==> config.mk <==
export PLATFORM = sky130hd
export DESIGN_NAME = i2s_tx
export DESIGN_NICKNAME = d
export VERILOG_FILES = /design/src/rtl/opl3_pkg.sv /design/src/rtl/i2s_bclk_gen.sv /design/src/rtl/i2s_tx.sv
export SDC_FILE = /design/constraint.sdc
export NUM_CORES = 1
export LEC_CHECK = 0
export CAP_MARGIN = 20
export CORE_ASPECT_RATIO = 2
export CORE_MARGIN = 8
export CORE_UTILIZATION = 40
export DETAILED_ROUTE_END_ITERATION = 8
export PLACE_DENSITY = 0.69
export SLEW_MARGIN = 20
export SYNTH_ARGS = -nofsm -noshare
export SYNTH_HDL_FRONTEND = slang
export SYNTH_SLANG_ARGS = --single-unit
==> constraint.sdc <==
create_clock -name clk -period 3.85 [get_ports clk]
set_input_delay 0.385 -clock clk [delete_from_list [all_inputs] [get_ports clk]]
set_output_delay 0.385 -clock clk [all_outputs]
set_load 0.05 [all_outputs]
==> src/rtl/opl3_pkg.sv <==
// Shared OPL3 constants: DAC sample width and the I2S transmitter defaults.
package opl3_pkg;

  localparam int DAC_OUTPUT_WIDTH  = 24;
  localparam int I2S_SLOT_WIDTH    = 32;
  localparam int I2S_BCLK_HALF_DIV = 4;
  localparam int I2S_CNT_WIDTH     = 8;
  localparam int I2S_DIV_WIDTH     = 8;

  function automatic logic [I2S_CNT_WIDTH-1:0] sat_inc(input logic [I2S_CNT_WIDTH-1:0] v);
    return (&v) ? v : v + I2S_CNT_WIDTH'(1);
  endfunction

endpackage

==> src/rtl/i2s_bclk_gen.sv <==
// Bit-clock divider: registered bclk plus a one-cycle strobe in the cycle
// whose clock edge drives bclk from 1 to 0.
module i2s_bclk_gen
  import opl3_pkg::*;
#(
  parameter int BCLK_HALF_DIV = I2S_BCLK_HALF_DIV
) (
  input  logic clk,
  input  logic reset,
  output logic bclk,
  output logic fall_evt
);

  logic [I2S_DIV_WIDTH-1:0] div_q, div_d;
  logic                     bclk_q, bclk_d;
  logic                     wrap;

  always_comb begin
    wrap     = (div_q == I2S_DIV_WIDTH'(BCLK_HALF_DIV - 1));
    div_d    = wrap ? '0 : div_q + I2S_DIV_WIDTH'(1);
    bclk_d   = wrap ? ~bclk_q : bclk_q;
    fall_evt = wrap & bclk_q;
  end

  always_ff @(posedge clk) begin
    if (reset) begin
      div_q  <= '0;
      bclk_q <= 1'b0;
    end else begin
      div_q  <= div_d;
      bclk_q <= bclk_d;
    end
  end

  assign bclk = bclk_q;

endmodule

==> src/rtl/i2s_tx.sv <==
// Stereo I2S transmitter: buffers one pending sample pair, frames it with one
// bit of delay after each lrclk edge, and counts underruns/overruns.
module i2s_tx
  import opl3_pkg::*;
#(
  parameter int BCLK_HALF_DIV = I2S_BCLK_HALF_DIV,
  parameter int SLOT_WIDTH    = I2S_SLOT_WIDTH
) (
  input  logic                               clk,
  input  logic                               reset,
  input  logic                               sample_valid,
  input  logic signed [DAC_OUTPUT_WIDTH-1:0] sample_l,
  input  logic signed [DAC_OUTPUT_WIDTH-1:0] sample_r,
  output logic                               i2s_bclk,
  output logic                               i2s_lrclk,
  output logic                               i2s_sdata,
  output logic [I2S_CNT_WIDTH-1:0]           underrun_cnt,
  output logic [I2S_CNT_WIDTH-1:0]           overrun_cnt
);

  localparam int FRAME_BITS = 2 * SLOT_WIDTH;
  localparam int CNT_W      = $clog2(FRAME_BITS);
  localparam int PAD        = SLOT_WIDTH - DAC_OUTPUT_WIDTH;
  localparam logic [CNT_W-1:0] LAST_BIT = CNT_W'(FRAME_BITS - 1);

  logic                        fall_evt;
  logic                        load;
  logic [CNT_W-1:0]            bit_cnt_q, bit_cnt_d;
  logic [CNT_W-1:0]            bit_sel;
  logic                        lrclk_q, lrclk_d;
  logic                        sdata_q, sdata_d;
  logic [DAC_OUTPUT_WIDTH-1:0] buf_l_q, buf_l_d;
  logic [DAC_OUTPUT_WIDTH-1:0] buf_r_q, buf_r_d;
  logic                        pending_q, pending_d;
  logic [FRAME_BITS-1:0]       frame_q, frame_d;
  logic [I2S_CNT_WIDTH-1:0]    under_q, under_d;
  logic [I2S_CNT_WIDTH-1:0]    over_q, over_d;

  i2s_bclk_gen #(
    .BCLK_HALF_DIV(BCLK_HALF_DIV)
  ) u_bclk_gen (
    .clk     (clk),
    .reset   (reset),
    .bclk    (i2s_bclk),
    .fall_evt(fall_evt)
  );

  always_comb begin
    bit_cnt_d = bit_cnt_q;
    lrclk_d   = lrclk_q;
    sdata_d   = sdata_q;
    buf_l_d   = buf_l_q;
    buf_r_d   = buf_r_q;
    pending_d = pending_q;
    frame_d   = frame_q;
    under_d   = under_q;
    over_d    = over_q;

    load      = fall_evt && (bit_cnt_q == LAST_BIT);

    if (fall_evt) begin
      bit_cnt_d = load ? '0 : bit_cnt_q + CNT_W'(1);
    end
    bit_sel = CNT_W'(FRAME_BITS - int'(bit_cnt_d));

    if (fall_evt) begin
      lrclk_d = (bit_cnt_d >= CNT_W'(SLOT_WIDTH));
      if (load) begin
        // Without a fresh sample the buffer still holds the last pair, so it is re-sent.
        frame_d = {buf_l_q, {PAD{1'b0}}, buf_r_q, {PAD{1'b0}}};
        sdata_d = 1'b0;
        if (!pending_q) under_d = sat_inc(under_q);
      end else begin
        sdata_d = frame_q[bit_sel];
      end
    end

    // A strobe coinciding with a load becomes the next pending pair, not an overrun.
    if (sample_valid) begin
      buf_l_d   = sample_l;
      buf_r_d   = sample_r;
      pending_d = 1'b1;
      if (pending_q && !load) over_d = sat_inc(over_q);
    end else if (load) begin
      pending_d = 1'b0;
    end
  end

  always_ff @(posedge clk) begin
    if (reset) begin
      bit_cnt_q <= LAST_BIT;
      lrclk_q   <= 1'b0;
      sdata_q   <= 1'b0;
      buf_l_q   <= '0;
      buf_r_q   <= '0;
      pending_q <= 1'b0;
      frame_q   <= '0;
      under_q   <= '0;
      over_q    <= '0;
    end else begin
      bit_cnt_q <= bit_cnt_d;
      lrclk_q   <= lrclk_d;
      sdata_q   <= sdata_d;
      buf_l_q   <= buf_l_d;
      buf_r_q   <= buf_r_d;
      pending_q <= pending_d;
      frame_q   <= frame_d;
      under_q   <= under_d;
      over_q    <= over_d;
    end
  end

  assign i2s_lrclk    = lrclk_q;
  assign i2s_sdata    = sdata_q;
  assign underrun_cnt = under_q;
  assign overrun_cnt  = over_q;

endmodule

==> results of run 1 <==
-- final timing paths --
path / startpoint / end / slack (ps) / cells after the start
worst max-delay path: u_bclk_gen.div_q[0] / i2s_sdata / 290 / 13
worst min-delay path: frame_q[23] / frame_q[23] / 450 / 2
worst max register to register: u_bclk_gen.div_q[0] / i2s_sdata / 290 / 13
worst min register to register: frame_q[23] / frame_q[23] / 450 / 2
-- final cells by class --
class                   instances  area [um2]
multi-input cells             431        2710
inverters                       3        25.0
clock inverters                10         123
repair buffers                 77         743
clock buffers                  22         494
fillers                      1239        6550
well taps                     155         194
flip-flops and latches        130        2600
-- where the power goes --
| part | switching (mW) | internal, mW |
|---|---|---|
| logic | 0.0859 | 0.0981 |
| registers | 0.0271 | 1.38 |
| clock network | 0.584 | 1.04 |
-- kinds of logic (layout without fill, tap and decap cells) --
kind of cell / count (synthesis) / count (layout)
muxes: 71 / 71
xor gates and xnor gates: 26 / 26
DFF: 130 / 130
buffers and inverters: 40 / 112
adders and majority gates: 5 / 5
and+or+nand+nor: 257 / 257
AOI/OAI and AO/OA: 72 / 72
-- stage by stage --
stage               instance area [um2]  hold WS [ps]  power, mW  utilization
detailed placement                 6270           445       1.63        0.466
finish                             6890           451       3.22        0.513
global placement                   6270           439       1.62        0.466
CTS                                6890           452       3.25        0.512
floorplan                          5510           428       1.54            -
global route                       6890           469       3.34        0.513
-- sequential cells by signal, indices dropped and copies added (netlist names) --
register          flops
pending_q             1
buf_r_q              24
i2s_lrclk             1
bit_cnt_q             6
u_bclk_gen.bclk       1
overrun_cnt           8
i2s_sdata             1
buf_l_q              24
frame_q              48
u_bclk_gen.div_q      8
underrun_cnt          8
-- worst max-delay path, cell delays in order (launching register included) --
cell and delay (ps):
dfxtp_1 380, ha_2 280, nand4bb_2 220, a2111oi_4 470
or2_1 190, inv_2 90, ha_1 220, xor3_1 480
buf_4 240, nor2_1 180, nand2_1 80, o2111a_1 130
a2111o_1 420, o211ai_2 70
-- synth_stat cells, drive strengths merged (5+ instances only) --
| library cell | n |
|---|---|
| a21oi | 54 |
| nand4 | 6 |
| ha | 5 |
| and3 | 5 |
| nor2 | 79 |
| buf | 9 |
| dfxtp | 130 |
| xnor2 | 8 |
| mux2i | 65 |
| xor2 | 17 |
| nand2 | 115 |
| clkbuf | 28 |
| nand3 | 14 |
-- routing by layer --
layer	GRT usage	part of all wire	up-vias	wire [um]
met4	0.0929	0.040	0	491
met5	0	0	-	0
met1	0.136	0.37	1990	4550
met3	0.0337	0.038	34	474
li1	-	-	2160	-
met2	0.267	0.56	90	6900
==> impl_metrics.tcl, run 1 <==
set metrics [dict create \
    status "finished, final reports clean" \
    yosys_register_bits 130 \
    drv_cap 0 \
    critPathKind "flip-flop to flip-flop" \
    period_minus_slack_ps 3560 \
    grt_max_degree 64 \
    cp.required_ps 4180 \
    std_cell_rows 60 \
    cts_hold_buf 0 \
    slew_headroom 0.459 \
    yosysWarnings 0 \
    nets 716 \
    synth_top_area_frac 0.472 \
    synthArstFlopShare 0 \
    drc 0 \
    io_pins 70 \
    dp_slack_ps 223 \
    hold_viol 0 \
    leakagePower_nw 2.62 \
    fin_setup_tns_ps 0 \
    synth_area_mm2 0.00551 \
    drt-vias-per-instance 5.16 \
    stdcell_count 828 \
    end_kind "flip-flop" \
    core_mm2 0.0134 \
    drive_above_1_share 0.0981 \
    syn_to_final_growth_pct 25.1 \
    post-cts-setup-buffers 0 \
    start_util 0.410 \
    synth_xor_area_frac 0.0468 \
    gp_congestion 0.794 \
    clock_sinks 130 \
    antenna_found_initial 0 \
    grt_pass1_vias 4593 \
    worstMarginPinSlew_ps 811 \
    cp.arrival_ps 3890 \
    wl_per_cell_um 15.0 \
    worst_slack_ps 291 \
    netlist_instances 601 \
    numCtsBuffers 17 \
    first_iter_violations 209 \
    layout_commonest_cell "dfxtp_1" \
    synthAdderAreaFrac 0.0114 \
    hpwl_um 8880 \
    rsz0062_at_grt "false" \
    routed_wl_um 12400 \
    synthSimpleGateAreaFrac 0.215 \
    synthTopCellsByArea "dfxtp_1 47%, mux2i_1 12%, nand2_1 7.8%" \
    grt_pass1_wl_um 20900 \
    cts_resized 0 \
    vias 4274 \
    die_area_mm2 0.0180 \
    dpl.cell_count 796 \
    final.period_utilization 0.924 \
    synth_edf_count 0 \
    synth.distinct_cells 55 \
    htreeDepth 4 \
    die_width_um 99.0 \
    cts_tree "yes" \
    antenna_left 0 \
    setup_violations 0 \
    cp-start-kind "flip-flop" \
    synth_area_per_cell_um2 9.17 \
    grt_overflow 0 \
    synth_compound_area_frac 0.0793 \
    first_pass_iters 4 \
    grtUsageTotal 0.144 \
    n_antenna_cell 0 \
    p_per_area_mw_per_mm2 467 \
    fmax_mhz 281 \
    skew_ps 9.02 \
    synth_top_family_by_area "simple AND/OR/NAND/NOR gates" \
    max-vdd-ir-drop_mv 0.308 \
    clk_pin_slew_ps 60 \
    synth.mux.area_fraction 0.139 \
    clk_path_buf_depth 2 \
    slew_viol_final 0 \
    syn-num-nets 657 \
    synthFlopType "dfxtp_1" \
    fp.dieH_um 182 \
    cts.root.buffer_cell "clkbuf_16" \
    synth_top_cell_by_area "dfxtp_1" \
    worstSkewPairLatency_ps 410 \
    ys_seq_area_frac 0.472 \
    port_buffers 69 \
    final_cell_mix "130 x dfxtp_1, 115 x nand2_1, 79 x nor2_1" \
    crit_fanout 14 \
    hold_class "flip-flop to flip-flop" \
]
(Power assumes the default switching activity.)
==> inputs of run 2 (changes only) <==
- CELL_PAD_IN_SITES_DETAIL_PLACEMENT: default -> 1
- CELL_PAD_IN_SITES_GLOBAL_PLACEMENT: default -> 1
- CORE_UTILIZATION: 40 -> 38
- GPL_ROUTABILITY_DRIVEN: default -> 0
- PLACE_DENSITY: 0.69 -> 0.81
==> impl_metrics.tcl, run 2 (synthesis gave the netlist of run 1 again) <==
set metrics [dict create \
    period_minus_slack_ps 3550 \
    skew_ps 8.02 \
    nets 715 \
    drt-vias-per-instance 5.11 \
    cp-start-kind "flip-flop" \
    p_per_area_mw_per_mm2 466 \
    largest_reg_flops 48 \
    die_area_mm2 0.0188 \
    cts_tree "yes" \
    setup_violations 0 \
    fp.dieH_um 186 \
    layout_commonest_cell "dfxtp_1" \
    core_mm2 0.0143 \
    n_antenna_cell 0 \
    routed_wl_um 14400 \
    antenna_found_initial 0 \
    slew_headroom 0.528 \
    leakagePower_nw 2.61 \
    syn_to_final_growth_pct 25.9 \
    top_register "frame_q" \
    drive_above_1_share 0.0967 \
    final_cell_mix "130 x dfxtp_1, 115 x nand2_1, 79 x nor2_1" \
    cts.root.buffer_cell "clkbuf_16" \
    crit_fanout 14 \
    io_pins 70 \
    antenna_left 0 \
    wl_per_cell_um 16.7 \
    clk_pin_slew_ps 60 \
    port_buffers 69 \
    vias 4413 \
    cp.arrival_ps 3890 \
    cp.required_ps 4190 \
    clk_path_buf_depth 2 \
    end_kind "flip-flop" \
    fmax_mhz 282 \
    fin_util 0.486 \
    die_width_um 101 \
    reg_top3 "frame_q (48), buf_l_q (24), buf_r_q (24)" \
    worstMarginPinSlew_ps 701 \
    fin_setup_tns_ps 0 \
    drc 0 \
    grt_pass1_vias 4931 \
    first_pass_iters 4 \
    htreeDepth 4 \
    numCtsBuffers 17 \
    hold_class "flip-flop to flip-flop" \
    grt_max_degree 64 \
    max-vdd-ir-drop_mv 0.308 \
    rsz0062_at_grt "false" \
    status "finished, final reports clean" \
    clock_sinks 130 \
    worstSkewPairLatency_ps 410 \
    fillers 1662 \
    hpwl_um 10100 \
    grt_pass1_wl_um 23500 \
    drv_cap 0 \
    grtUsageTotal 0.160 \
    first_iter_violations 146 \
    final.period_utilization 0.922 \
    hold_viol 0 \
    std_cell_rows 62 \
    grt_overflow 0 \
    critPathKind "flip-flop to flip-flop" \
    start_util 0.386 \
    slew_viol_final 0 \
]
[run 2: critical path: stages, from the launching register on]
cell and delay, ps:
dfxtp_1 430, ha_4 220, nor4bb_2 310, buf_4 180, a21boi_2 80, or2_1 310
inv_2 160, ha_1 230, xor3_2 430, buf_4 230, nor2_1 180, nand2_1 90
o2111a_1 130, a2111o_1 430, o211ai_2 80
[run 2: path summary, 6_finish.rpt]
path / endpoint / startpoint / cells past startpoint / slack, ps
setup / recovery: i2s_sdata / u_bclk_gen.div_q[0] / 14 / 300
hold / removal: frame_q[46] / frame_q[46] / 2 / 450
setup reg to reg: i2s_sdata / u_bclk_gen.div_q[0] / 14 / 300
hold reg to reg: frame_q[46] / frame_q[46] / 2 / 450
[run 2: per-stage QoR]
stage / cells / setup slack [ps] / hold slack (ps) / power (mW) / instance area, um2
floorplan: 601 / 105 / 428 / 1.54 / 5510
global route: 864 / 32.9 / 480 / 3.34 / 6940
finish: 864 / 301 / 452 / 3.23 / 6940
global placement: 832 / 401 / 439 / 1.62 / 6310
detailed placement: 832 / 185 / 449 / 1.63 / 6310
CTS: 864 / 71.1 / 457 / 3.26 / 6910
[run 2: layout make-up]
cell class	count	area, um2	area share
Sequential cell	130	2600	0.375
Timing Repair Buffer	76	736	0.106
Clock inverter	12	158	0.0227
Multi-Input combinational cell	431	2730	0.393
Inverter	3	25.0	0.00361
Tap cell	192	240	0.0346
Clock buffer	20	447	0.0644
[run 2: layer usage]
metal | vias to the layer above | wire length, um | global-route usage
met5 | - | 0 | 0
met4 | 0 | 482 | 0.0823
met3 | 31 | 435 | 0.0388
met2 | 79 | 8380 | 0.318
met1 | 2141 | 5100 | 0.141
li1 | 2162 | - | -
[run 2: power breakdown]
group	switching, mW	internal (mW)	total (mW)
logic	0.0915	0.0998	0.191
registers	0.0297	1.38	1.41
clock network	0.589	1.04	1.63
total	0.710	2.52	3.23
[run 2: repair_timing]
action	CTS	global route
resized for setup	0	5
hold buffers	0	0
setup endpoints to repair	0	1
buffers inserted	0	0
